## src/rtl/wb_result_stage.sv

```systemverilog
// Writeback result stage: picks one of NUM_SRC result sources, registers it
// together with rd and the effective write enable behind a valid/ready
// output register, flags illegal selects and never writes x0.
// Optional load byte/half extraction: define WB_LOAD_EXT_EN.
module wb_result_stage #(
    parameter int XLEN     = 32,
    parameter int NUM_SRC  = 4,
    parameter int SEL_W    = $clog2(NUM_SRC),
    parameter int SRC_LOAD = 1
) (
    input  logic                    clk,
    input  logic                    rst_n,
    input  logic                    in_valid,
    output logic                    in_ready,
    input  logic [NUM_SRC*XLEN-1:0] src_data,
    input  logic [SEL_W-1:0]        result_src,
    input  logic [4:0]              rd_addr,
    input  logic                    reg_write,
    input  logic [2:0]              ld_funct3,
    input  logic [1:0]              ld_addr_lo,
    output logic                    out_valid,
    input  logic                    out_ready,
    output logic [XLEN-1:0]         wb_data,
    output logic [4:0]              wb_rd,
    output logic                    wb_we,
    output logic                    sel_err
);

    typedef enum logic {EMPTY = 1'b0, FULL = 1'b1} state_t;

    state_t            state_reg;
    state_t            state_next;
    logic [XLEN-1:0]   src_arr [NUM_SRC];
    logic [XLEN-1:0]   sel_word;
    logic [XLEN-1:0]   result_next;
    logic              sel_legal;
    logic              accept;
    logic [XLEN-1:0]   wb_data_reg;
    logic [4:0]        wb_rd_reg;
    logic              wb_we_reg;
    logic              sel_err_reg;

    // Unpack the flat source bus into one word per source.
    genvar gi;
    generate
        for (gi = 0; gi < NUM_SRC; gi++) begin : g_src
            assign src_arr[gi] = src_data[gi*XLEN +: XLEN];
        end
    endgenerate

    assign accept = in_valid && in_ready;

    // State register: FULL means the output register holds a live bundle.
    always_ff @(posedge clk or negedge rst_n) begin
        if (!rst_n) begin
            state_reg <= EMPTY;
        end else begin
            state_reg <= state_next;
        end
    end

    // Next state: fill on accept, drain when consumed with nothing new arriving.
    always_comb begin
        state_next = state_reg;
        case (state_reg)
            EMPTY:   if (in_valid) state_next = FULL;
            FULL:    if (out_ready && !in_valid) state_next = EMPTY;
            default: state_next = EMPTY;
        endcase
    end

    // Handshake outputs; ready passes straight through so a stream never bubbles.
    always_comb begin
        out_valid = (state_reg == FULL);
        in_ready  = !out_valid || out_ready;
    end

    // Source mux; an out-of-range select matches nothing and yields zero.
    always_comb begin
        sel_legal = 32'(result_src) < 32'(NUM_SRC);
        sel_word  = '0;
        for (int i = 0; i < NUM_SRC; i++) begin
            if (result_src == SEL_W'(i)) sel_word = src_arr[i];
        end
    end

`ifdef WB_LOAD_EXT_EN
    logic [XLEN-1:0] load_shift;

    // Align the addressed byte/half to bit 0, then size and extend it.
    always_comb begin
        load_shift  = sel_word >> {ld_addr_lo, 3'b000};
        result_next = sel_word;
        if (sel_legal && (32'(result_src) == 32'(SRC_LOAD))) begin
            case (ld_funct3)
                3'b000:  result_next = {{(XLEN-8){load_shift[7]}}, load_shift[7:0]};
                3'b001:  result_next = {{(XLEN-16){load_shift[15]}}, load_shift[15:0]};
                3'b100:  result_next = {{(XLEN-8){1'b0}}, load_shift[7:0]};
                3'b101:  result_next = {{(XLEN-16){1'b0}}, load_shift[15:0]};
                default: result_next = sel_word;
            endcase
        end
    end
`else
    logic unused_ld;
    assign unused_ld = ^{ld_funct3, ld_addr_lo};

    // Load data passes raw when extraction is not built in.
    always_comb begin
        result_next = sel_word;
    end
`endif

    // Output bundle register: loads on accept, otherwise holds (also when drained).
    always_ff @(posedge clk or negedge rst_n) begin
        if (!rst_n) begin
            wb_data_reg <= '0;
            wb_rd_reg   <= '0;
            wb_we_reg   <= 1'b0;
        end else if (accept) begin
            wb_data_reg <= result_next;
            wb_rd_reg   <= rd_addr;
            wb_we_reg   <= reg_write && (rd_addr != 5'd0) && sel_legal;
        end
    end

    // Sticky illegal-select flag; only reset clears it.
    always_ff @(posedge clk or negedge rst_n) begin
        if (!rst_n) begin
            sel_err_reg <= 1'b0;
        end else if (accept && !sel_legal) begin
            sel_err_reg <= 1'b1;
        end
    end

    assign wb_data = wb_data_reg;
    assign wb_rd   = wb_rd_reg;
    assign wb_we   = wb_we_reg;
    assign sel_err = sel_err_reg;

endmodule

```

## config.mk

```make
export PLATFORM = sky130hd
export DESIGN_NAME = wb_result_stage
export DESIGN_NICKNAME = d
export VERILOG_FILES = /design/src/rtl/wb_result_stage.sv
export SDC_FILE = /design/constraint.sdc
export NUM_CORES = 1
export LEC_CHECK = 0
export CAP_MARGIN = 20
export CORE_ASPECT_RATIO = 1.1
export CORE_MARGIN = 3
export CORE_UTILIZATION = 30
export DETAILED_ROUTE_END_ITERATION = 10
export HOLD_SLACK_MARGIN = 0.06
export PLACE_DENSITY = 0.77
export SLEW_MARGIN = 0
export SYNTH_ARGS = -nofsm -noshare
export SYNTH_HDL_FRONTEND = slang
export SYNTH_SLANG_ARGS = --single-unit
```

## constraint.sdc

```tcl
create_clock -name clk -period 3.2 [get_ports clk]
set_input_delay 0.48 -clock clk [delete_from_list [all_inputs] [get_ports clk]]
set_output_delay 0.48 -clock clk [all_outputs]
set_load 0.05 [all_outputs]
```

After elaboration in Yosys (flattened, before gate mapping)
Index checks and enable logic that the tools add are counted.
{"block": "classes", "eq_ne": 3, "n_reduce_logical": 8, "mux": 7, "bitwise": 1}
{"cell": "$mux 32", "count": 4}
{"cell": "$reduce_bool 5->1", "count": 1}
{"cell": "$eq 2x2->1 const B", "count": 2}
{"cell": "$logic_and 1x1->1", "count": 3}
{"cell": "$eq 2x1->1 const B", "count": 1}
{"cell": "$logic_not 1->1", "count": 2}
{"cell": "$logic_not 2->1", "count": 1}
{"cell": "$mux 1", "count": 2}
{"cell": "$pmux 1 s2", "count": 1}
{"cell": "$logic_or 1x1->1", "count": 1}
{"cell": "$not 1->1", "count": 1}
{"block": "totals", "inputBits": 145, "out_inout_bits": 41, "register_bits": 39, "word_cells": 23}

Longest topological paths before layout
Gate-level depths: netlist (run 1).
{"block": "depth", "ltp_word": 5, "depth_mapped": 5, "depth_no_buf": 3}

Worst setup path before layout (run 1)
Ideal clock, no wire load.
{"block": "synth_path", "path_kind": "flip-flop to flip-flop", "startpoint": "reg state_reg, in the netlist out_valid", "endpoint": "reg wb_data_reg[0], in the netlist wb_data[0]", "path_stages_with_launch": 6, "setup_ns": 0.125, "required_ns": 3.075, "path_buffers": 2, "t_arrival_ns": 1.988, "setup_slack_ns": 1.087, "period_less_slack_ns": 2.113, "path_cell_list": "dfrtp_1 -> nand2b_1 -> nand2_1 -> buf_2 -> buf_4 -> mux2_2"}
{"block": "synth_via", "elab_chain_cells": 3}
{"item": "from (decl)", "line_no": "31", "text": "state_t state_reg;"}
{"item": "from (signal assigned)", "line_no": "58", "text": "state_reg <= state_next;"}
{"item": "$logic_not 1->1", "line_no": "75", "text": "in_ready = !out_valid || out_ready;"}
{"item": "$logic_or 1x1->1", "line_no": "75"}
{"item": "net in_ready", "line_no": "14", "text": "output logic in_ready,"}
{"item": "$logic_and 1x1->1", "line_no": "51", "text": "assign accept = in_valid && in_ready;"}
{"item": "to (signal assigned)", "line_no": "121", "text": "wb_data_reg <= result_next;"}
{"item": "to (decl)", "line_no": "38", "text": "logic [XLEN-1:0] wb_data_reg;"}
The timed path passes the listed nets, and every way through them passes these cells.
A chain may end at the register's enable or synchronous reset.

Final worst setup path (run 1)
{"block": "layout_path", "startpoint": "in out_ready", "endpoint": "out in_ready"}
{"block": "layout_via", "elab_chain_cells": 1}
{"item": "from (decl)", "line_no": "22", "text": "input logic out_ready,"}
{"item": "$logic_or 1x1->1", "line_no": "75"}
{"item": "to (decl)", "line_no": "14"}
Every way passes these cells.

==> results.md, run 1 <==
- Multi-input combinational cell area: 1185 um^2
- Final Power: 1876 uW
- Highest Clock Rate: 411.3 MHz
- Hold Crit Class: in2async
- Final net count: 449
- Power per cell area: 449.5 nW/um^2
- Initial core utilization: 31.39%
- GPL Wtd Cong: 0.6901
- Crit-path max FO: 4
- First-pass GRT wire length: 10890 um
- CTS sink cnt: 39
- DR vias: 1951
- Crit start category: input pin
- Final period utilization: 75.98%
- #FFs+latches synth: 39
- Reg area: 975.9 um^2
- Final Max Tran Viols: 0
- Critical Path RT: 2720 ps
- Clock skew: 1.388 ps
- Syn-to-layout area delta: 85.48%
- Syn nets: 273
- Maximum number of buffers from clock root to sink: 2
- Die width: 88.57 um
- Iter 0 DRT Violations: 16
- Ys Warns: 0
- Via density: 5.003
- Slew HR: 38.41%
- Final setup violation count: 0
- Post-CTS setup buffer count: 0
- Hold buffers post-CTS: 0
- Filler cells: 612
- All-Layer GR Usage: 16.51%
- # Max-Cap Violations: 0
- Die area: 8575 um^2
- Core ar.: 7167 um^2
- Drt wl/cell: 17.65 um
- Min cycle time layout: 2431 ps
- Pleak: 0.001595 uW
- Max reg flops: 32
- Yosys cell types: 14
- Post-Synthesis Cells: 128
- Crit Path Class: in2out
- Slew of the pin with the lowest slew margin: 920.5 ps
- Cell area after layout: 4173 um^2
- CP Capture Type: primary output
- # rows: 32
- CTS tree: built
- Layout cells sized above 1: 26.89%
- RSZ-0062 raised after global routing: false
- Post-DP HPWL: 5526 um
- Final Hold Slack: 315.2 ps
- Total congestion overflow: 0
- Final Hold Fails: 0
- Die H: 96.82 um
- Netlist Area Pre-Place: 2250 um^2
- Post-DP Area: 4089 um^2
- Pre-antenna DRT Iters: 4
- WP data arrival: 1950 ps
- Num CTS Buffers: 5
- Peak VDD IR: 0.0001831 V
- Final ANT Viol Nets: 0
- Htree depth: 2
- Clk slew on worst S/H paths: 80 ps
- Io pins: 186
- Setup TNS: 0 ps
- # DRC: 0
- Avg Inst Size Synth: 17.58 um^2
- Total wire length: 6882 um
- CTS resizes: 0
- IO buf count: 179
- Status: completed
- Clk_lat worst skew: 290 ps
- Antenna cells: 0
- Initial antenna violation count: 0
- Post-synthesis sequential area ratio: 43.38%
- Largest net degree at the start of global routing: 40
- Vias in the first global route: 2261
- CTS Root Cell: clkbuf_8
-- synthesized netlist by cell type, drive strengths merged --
cell     count  area share, %
conb         1           0.17
mux2        37             19
nand2b       2           0.56
nand3        1           0.22
nor2         1           0.17
dfrtp       39             43
mux4        32             32
clkbuf       1           0.17
buf         11            3.9
o2bb2ai      1           0.39
nand2        1           0.17
or4          1           0.33
-- placed cells by master (no fill, tap or decap) --
master,instances
nand3_1,1
mux2_2,37
mux4_2,32
o2bb2ai_1,1
nand2b_1,2
buf_12,2
clkbuf_8,5
conb_1,1
clkdlybuf4s50_1,177
nor2_1,1
nand2_2,1
dfrtp_1,39
or4_1,1
clkinv_2,3
buf_2,2
-- metal layers --
metal  vias up  routed length (um)  part of all wire (%)  track usage (%)
met5         -                   0                     0                0
met4         0                  91                   1.3            3.953
met3         8                 588                   8.5            5.196
met2        96                3880                    56            31.32
met1       983                2320                    34            17.00
li1        864                   -                     -                -
-- worst max-delay path: stages --
cell and delay [ps]:
clkdlybuf4s50_1 450, nand2b_1 190, clkdlybuf4s50_1 830
-- cell families after synthesis --
family	after synthesis	synth area share (%)
buffers and inverters	12	4.060
muxes	69	50.56
other	1	0.1667
DFF	39	43.38
AOI/OAI and AO/OA	1	0.3894
and+or+nand+nor	6	1.446
-- path summary, 6_finish.rpt --
path                                     startpoint  cells past startpoint  slack, ps                 endpoint
worst max-delay path                      out_ready                      3        770                 in_ready
worst min-delay path                          rst_n                      1        320   wb_data[9]$_DFFE_PN0P_
worst max register to register  out_valid$_DFF_PN0_                      3       1470  wb_data[23]$_DFFE_PN0P_
worst min register to register    wb_we$_DFFE_PN0P_                      1        500        wb_we$_DFFE_PN0P_
max in group asynchronous                     rst_n                      1       2310  wb_data[31]$_DFFE_PN0P_
min in group clk                  wb_we$_DFFE_PN0P_                      1        500        wb_we$_DFFE_PN0P_
-- layout make-up --
type,count,area share [%]
sequential,39,23.39
timing repair buffer,181,43.66
clock buffer,5,1.649
tap,85,2.549
clock inverter,3,0.3598
multi-input combinational,77,28.40
-- through the flow --
step / util [%] / setup WS (ps) / cells
3_3_place_gp: 57.05 / 770.0 / 382
4_1_cts: 58.22 / 754.3 / 390
3_5_place_dp: 57.05 / 765.1 / 382
5_1_grt: 58.22 / 697.2 / 390
2_1_floorplan: - / 1087 / 128
6_report: 58.22 / 768.8 / 390
-- power by group --
| part | internal [uW] | switching [uW] |
|---|---|---|
| Clock | 149 | 176 |
| Sequential | 584 | 42.3 |
| Combinational | 440 | 484 |
| Total | 1170 | 702 |
(Power assumes the default switching activity.)
==> run 2, diff against run 1 <==
- PLACE_DENSITY: 0.77 -> 0.8
- clock period: 3.2 -> 2.05 ns (I/O delays scaled with it)
==> results.md, run 2 (synthesis results as in run 1) <==
- Largest net degree at the start of global routing: 40 (unchanged)
- # Max-Cap Violations: 0 (unchanged)
- RR Startpoint: out_valid$_DFF_PN0_
- Worst path cell trace: clkdlybuf4s50_1
- Commonest non-fill, non-tap cell in the layout: clkdlybuf4s50_1
- Final Hold Fails: 0 (unchanged)
- CTS tree: built
- Clk_lat worst skew: 290 ps (about the same)
- CP Capture Type: primary output
- WP data arrival: 1480 ps (-470 ps)
- CTS Root Cell: clkbuf_8
- CTS resizes: 0 (unchanged)
- First-pass GRT wire length: 11090 um (+1.8%)
- Hold buffers post-CTS: 0 (unchanged)
- Levels on crit path: 1 (-2)
- Die H: 96.82 um (unchanged)
- CTS sink cnt: 39 (unchanged)
- Comb power frac: 48.4% (-0.9 points)
- Power per cell area: 711.9 nW/um^2 (+58%)
- # DRC: 0 (unchanged)
- Via density: 4.969 (-0.66%)
- Final period utilization: 87.18%
- Crit-path max FO: 2 (-2)
- Iter 0 DRT Violations: 36 (+20)
- IO buf count: 179 (unchanged)
- Filler cells: 587 (-4.1%)
- Reg area: 975.9 um^2 (unchanged)
- Drt wl/cell: 17.63 um (about the same)
- Dpl ws: 247.2 ps (-517.9 ps)
- Syn-to-layout area delta: 88.54%
- Htree depth: 2 (unchanged)
- Clock power frac: 19.1% (+1.8 points)
- Core ar.: 7167 um^2 (unchanged)
- Post-CTS setup buffer count: 0 (unchanged)
- Maximum number of buffers from clock root to sink: 2 (unchanged)
- R2R Setup Slk: 750 ps (-720 ps)
- Final setup violation count: 0 (unchanged)
- Final ANT Viol Nets: 0 (unchanged)
- Switching pwr: 1101 uW (+57%)
- Num CTS Buffers: 5 (unchanged)
- R2R depth: 4 (+1)
- Final net count: 451 (+0.45%)
- Min cycle time layout: 1787 ps
- Setup ws final: 262.8 ps (-506.0 ps)
- Clk slew on worst S/H paths: 80 ps (about the same)
- Commonest non-fill, non-tap cells in the layout: clkdlybuf4s50_1 (176), dfrtp_1 (39), mux2_2 (37)
- Power Internal: 1919 uW (+64%)
- Worst R2R End: wb_data[23]$_DFFE_PN0P_
- Slew of the pin with the lowest slew margin: 896.7 ps (-23.83 ps)
- Pre-antenna DRT Iters: 4 (unchanged)
- Highest Clock Rate: 559.5 MHz
- Critical Path RT: 1740 ps (-980 ps)
- Initial antenna violation count: 0 (unchanged)
- Antenna cells: 0 (unchanged)
- Net Sw Frac: 36.46% (-0.98 points)
- Final Max Tran Viols: 0 (unchanged)
- RSZ-0062 raised after global routing: false
- Sequential power share: 32.5% (-0.9 points)
- Vias in the first global route: 2224 (-1.6%)
- Layout cells sized above 1: 27.69% (+0.80 points)
- Die width: 88.57 um (unchanged)
- # rows: 32 (unchanged)
- Setup TNS: 0 ps (unchanged)
- Die area: 8575 um^2 (unchanged)
- Clock skew: 5.132 ps (+3.744 ps)
- Max reg flops: 32 (unchanged)
- Slowest Stage Delay on Critical Path: 820 ps (about the same)
- Crit Path Class: reg2out
- Post-DP HPWL: 5517 um (-0.17%)
- All-Layer GR Usage: 16.68% (+0.17 points)
- Crit start category: register
- Io pins: 186 (unchanged)
- Buf/Inv on CP: 1 (-1)
- GPL Wtd Cong: 0.7061 (+2.3%)
- Initial core utilization: 31.39% (unchanged)
- Multi-input combinational cell area: 1187 um^2 (+0.21%)
- DR vias: 1948 (-0.15%)
- Family with the most delay on the worst path: buffers and inverters
- Peak VDD IR: 0.0002998 V (+64%)
- Total wire length: 6911 um (+0.42%)
- Total congestion overflow: 0 (unchanged)
- Pleak: 0.001624 uW (+1.8%)
- Slew HR: 40.22% (+1.8 points)
- Status: completed
- Hold Crit Class: in2async
- CP max-delay cell: clkdlybuf4s50_1
-- run 2: metal layers --
| metal | part of all wire [%] | wire (um) | track usage [%] |
|---|---|---|---|
| met2 | 55 | 3812 | 29.82 |
| met4 | 1.4 | 97 | 4.884 |
| met1 | 35 | 2388 | 18.46 |
| met5 | 0 | 0 | 0 |
| met3 | 8.9 | 613 | 5.281 |
-- run 2: layout make-up --
| type | instances | share of cell area [%] |
|---|---|---|
| Timing Repair Buffer | 183 | 44.13 |
| Multi-Input combinational cell | 77 | 27.99 |
| Sequential cell | 39 | 23.01 |
| Tap cell | 85 | 2.507 |
| Clock buffer | 8 | 2.360 |
-- run 2: worst register-to-register path, stage by stage, from the launching register on --
cell	delay, ps
dfrtp_1	370
nand2b_2	120
nand2_2	150
buf_12	180
mux2_2	360
-- run 2: per-stage QoR --
step | power (uW) | instance area, um^2 | util [%] | std cells | hold WS [ps]
after floorplan | 1817 | 2252 | - | 128 | 11.91
after global placement | 2444 | 4141 | 57.79 | 384 | 473.5
after detailed placement | 2473 | 4141 | 57.79 | 384 | 472.4
after CTS | 3064 | 4242 | 59.18 | 392 | 172.8
after global routing | 3179 | 4242 | 59.18 | 392 | 209.4
final | 3020 | 4242 | 59.18 | 392 | 135.6
-- run 2: worst max-delay path by stage --
stage                                      start                endpoint  slack, ps
after CTS                    out_valid$_DFF_PN0_               out_valid        250
after global routing         out_valid$_DFF_PN0_               out_valid        200
after floorplan              out_valid$_DFF_PN0_  wb_data[0]$_DFFE_PN0P_        110
after global placement             result_src[1]  wb_data[1]$_DFFE_PN0P_        280
after detailed placement           result_src[1]  wb_data[1]$_DFFE_PN0P_        250
final                     wb_data[9]$_DFFE_PN0P_              wb_data[9]        260
-- run 2: power groups by stage --
stage	combinational [uW]	sequential (uW)	clock, uW
2_1_floorplan	312	1510	0
3_3_place_gp	1460	988	0
3_5_place_dp	1470	998	0
4_1_cts	1480	983	602
5_1_grt	1530	1000	651
6_report	1460	981	578
==> run 3, diff against run 2 <==
- CELL_PAD_IN_SITES_DETAIL_PLACEMENT: unset -> 0
- CELL_PAD_IN_SITES_GLOBAL_PLACEMENT: unset -> 2
- CORE_UTILIZATION: 30 -> 17
- PLACE_DENSITY: 0.8 -> 0.78
- SKIP_LAST_GASP: unset -> 1
==> results.md, run 3 (synthesis results as in run 1) <==
- Setup ws final: 258.1 ps (-4.668 ps)
- CTS sink cnt: 39 (unchanged)
- Post-DP HPWL: 6057 um (+9.8%)
- DR vias: 1932 (-0.82%)
- Peak VDD IR: 0.0002835 V (-5.4%)
- Die width: 115.7 um (+31%)
- Antenna cells: 0 (unchanged)
- Highest Clock Rate: 558.1 MHz (-0.26%)
- Drt wl/cell: 16.40 um (-7.0%)
- Commonest non-fill, non-tap cell in the layout: clkdlybuf4s50_1
- Post-CTS setup buffer count: 0 (unchanged)
- CTS resizes: 0 (unchanged)
- Switching pwr: 1126 uW (+2.3%)
- Maximum number of buffers from clock root to sink: 2 (unchanged)
- IO buf count: 179 (unchanged)
- Family with the most delay on the worst path: buffers and inverters
- Die H: 126.7 um (+31%)
- CP Capture Type: primary output
- WP data arrival: 1480 ps (about the same)
- First-pass GRT wire length: 11880 um (+7.2%)
- Clk slew on worst S/H paths: 60 ps (-20 ps)
- Crit-path max FO: 2 (unchanged)
- Initial antenna violation count: 0 (unchanged)
- # Max-Cap Violations: 0 (unchanged)
- # DRC: 0 (unchanged)
- Hold Crit Class: reg2reg
- Total wire length: 7625 um (+10%)
- Setup TNS: 0 ps (unchanged)
- CP max-delay cell: clkdlybuf4s50_1
- Pre-antenna DRT Iters: 4 (unchanged)
- Commonest non-fill, non-tap cells in the layout: clkdlybuf4s50_1 (175), dfrtp_1 (39), mux2_2 (37)
- CTS Root Cell: clkbuf_16
- Sequential power share: 30.2% (-2.3 points)
- Slowest Stage Delay on Critical Path: 840 ps (+20 ps)
- Power per cell area: 741.2 nW/um^2 (+4.1%)
- Initial core utilization: 17.64% (-14 points)
- Via density: 4.155 (-16%)
- Final ANT Viol Nets: 0 (unchanged)
- Final setup violation count: 0 (unchanged)
- Final net count: 452 (+0.22%)
- Core ar.: 12750 um^2 (+78%)
- Num CTS Buffers: 5 (unchanged)
- Worst path cell trace: clkdlybuf4s50_1
- Final period utilization: 87.41% (+0.23 points)
- Clk_lat worst skew: 280 ps (about the same)
- Layout cells sized above 1: 27.92% (+0.23 points)
- All-Layer GR Usage: 10.51% (-6.2 points)
- GPL Wtd Cong: 0.7078 (+0.24%)
- Crit start category: register
- Syn-to-layout area delta: 95.27%
- Largest net degree at the start of global routing: 40 (unchanged)
- Max reg flops: 32 (unchanged)
- Slew of the pin with the lowest slew margin: 536.9 ps (-359.8 ps)
- CTS tree: built
- Dpl ws: 257.7 ps (+10.52 ps)
- Final Hold Fails: 0 (unchanged)
- # rows: 43 (+34%)
- Htree depth: 2 (unchanged)
- RSZ-0062 raised after global routing: false
- Buf/Inv on CP: 1 (unchanged)
- Power Internal: 2130 uW (+11%)
- Io pins: 186 (unchanged)
- Clock power frac: 24.9% (+5.8 points)
- Min cycle time layout: 1792 ps (+4.668 ps)
- Iter 0 DRT Violations: 29 (-19%)
- Slew HR: 64.10% (+24 points)
- Final Max Tran Viols: 0 (unchanged)
- Status: completed
- Total congestion overflow: 0 (unchanged)
- Net Sw Frac: 34.59% (-1.9 points)
- Clock skew: 3.043 ps (-2.089 ps)
- Critical Path RT: 1740 ps (about the same)
- Pleak: 0.001654 uW (+1.8%)
- Comb power frac: 44.9% (-3.5 points)
- Die area: 14650 um^2 (+71%)
- Crit Path Class: reg2out
- Vias in the first global route: 2199 (-1.1%)
[run 3: cell types whose count changed in the layout (fill, tap and decap cells not counted)]
cell	previous run	this run
dlygate4sd3_1	0	1
clkbuf_8	7	2
buf_2	2	3
clkdlybuf4s50_1	176	175
clkbuf_16	0	5
[run 3: path summary, 6_finish.rpt]
| kind | endpoint | slack [ps] | cells after the start | start |
|---|---|---|---|---|
| setup reg to reg | wb_data[20]$_DFFE_PN0P_ | 730 | 4 | out_valid$_DFF_PN0_ |
| hold / removal | wb_we$_DFFE_PN0P_ | 500 | 1 | wb_we$_DFFE_PN0P_ |
| hold reg to reg | wb_we$_DFFE_PN0P_ | 500 | 1 | wb_we$_DFFE_PN0P_ |
| min in group asynchronous | wb_data[28]$_DFFE_PN0P_ | 540 | 3 | rst_n |
| setup / recovery | out_valid | 260 | 1 | out_valid$_DFF_PN0_ |
| max in group asynchronous | wb_data[5]$_DFFE_PN0P_ | 1300 | 3 | rst_n |
[run 3: timing repair]
action / 4_1_cts / 5_1_grt
setup endpoints to repair: 0 / 0
endpoints found under the hold margin: 39 / 0
hold buffers: 1 / 0
[run 3: power groups by stage]
| stage | Clock (uW) | Sequential [uW] | Combinational [uW] |
|---|---|---|---|
| floorplan | 0 | 1510 | 312 |
| global placement | 0 | 991 | 1480 |
| detailed placement | 0 | 999 | 1480 |
| CTS | 869 | 985 | 1480 |
| global route | 892 | 1010 | 1530 |
| finish | 812 | 982 | 1460 |
[run 3: worst register-to-register path: stages, from the launching register on]
cell and delay (ps):
dfrtp_1 370, nand2b_2 110, nand2_2 110, buf_12 230, mux2_2 390
[run 3: metrics by stage]
| stage | total power [uW] | area [um^2] | hold WS (ps) | util (%) | cells |
|---|---|---|---|---|---|
| finish | 3256 | 4393 | 498.6 | 34.45 | 465 |
| global route | 3427 | 4393 | 519.6 | 34.45 | 465 |
| CTS | 3338 | 4393 | 504.2 | 34.45 | 465 |
| detailed placement | 2479 | 4227 | 302.4 | 33.15 | 456 |
| global placement | 2466 | 4227 | 299.7 | 33.15 | 456 |
| floorplan | 1817 | 2252 | 11.91 | - | 128 |
[run 3: final cells by class]
type | count | area, um^2
Timing Repair Buffer | 184 | 1877
Tap cell | 157 | 196.4
Multi-Input combinational cell | 77 | 1187
Fill cell | 1235 | 8358
Sequential cell | 39 | 975.9
Clock buffer | 8 | 156.4
[run 3: routing by layer]
layer  track usage (%)  vias to the layer above  routed length [um]
li1                  -                      870                   -
met1             11.61                      974                2600
met2             19.62                       84                4359
met3             2.719                        4                 588
met4             2.935                        0                  76
met5                 0                        -                   0
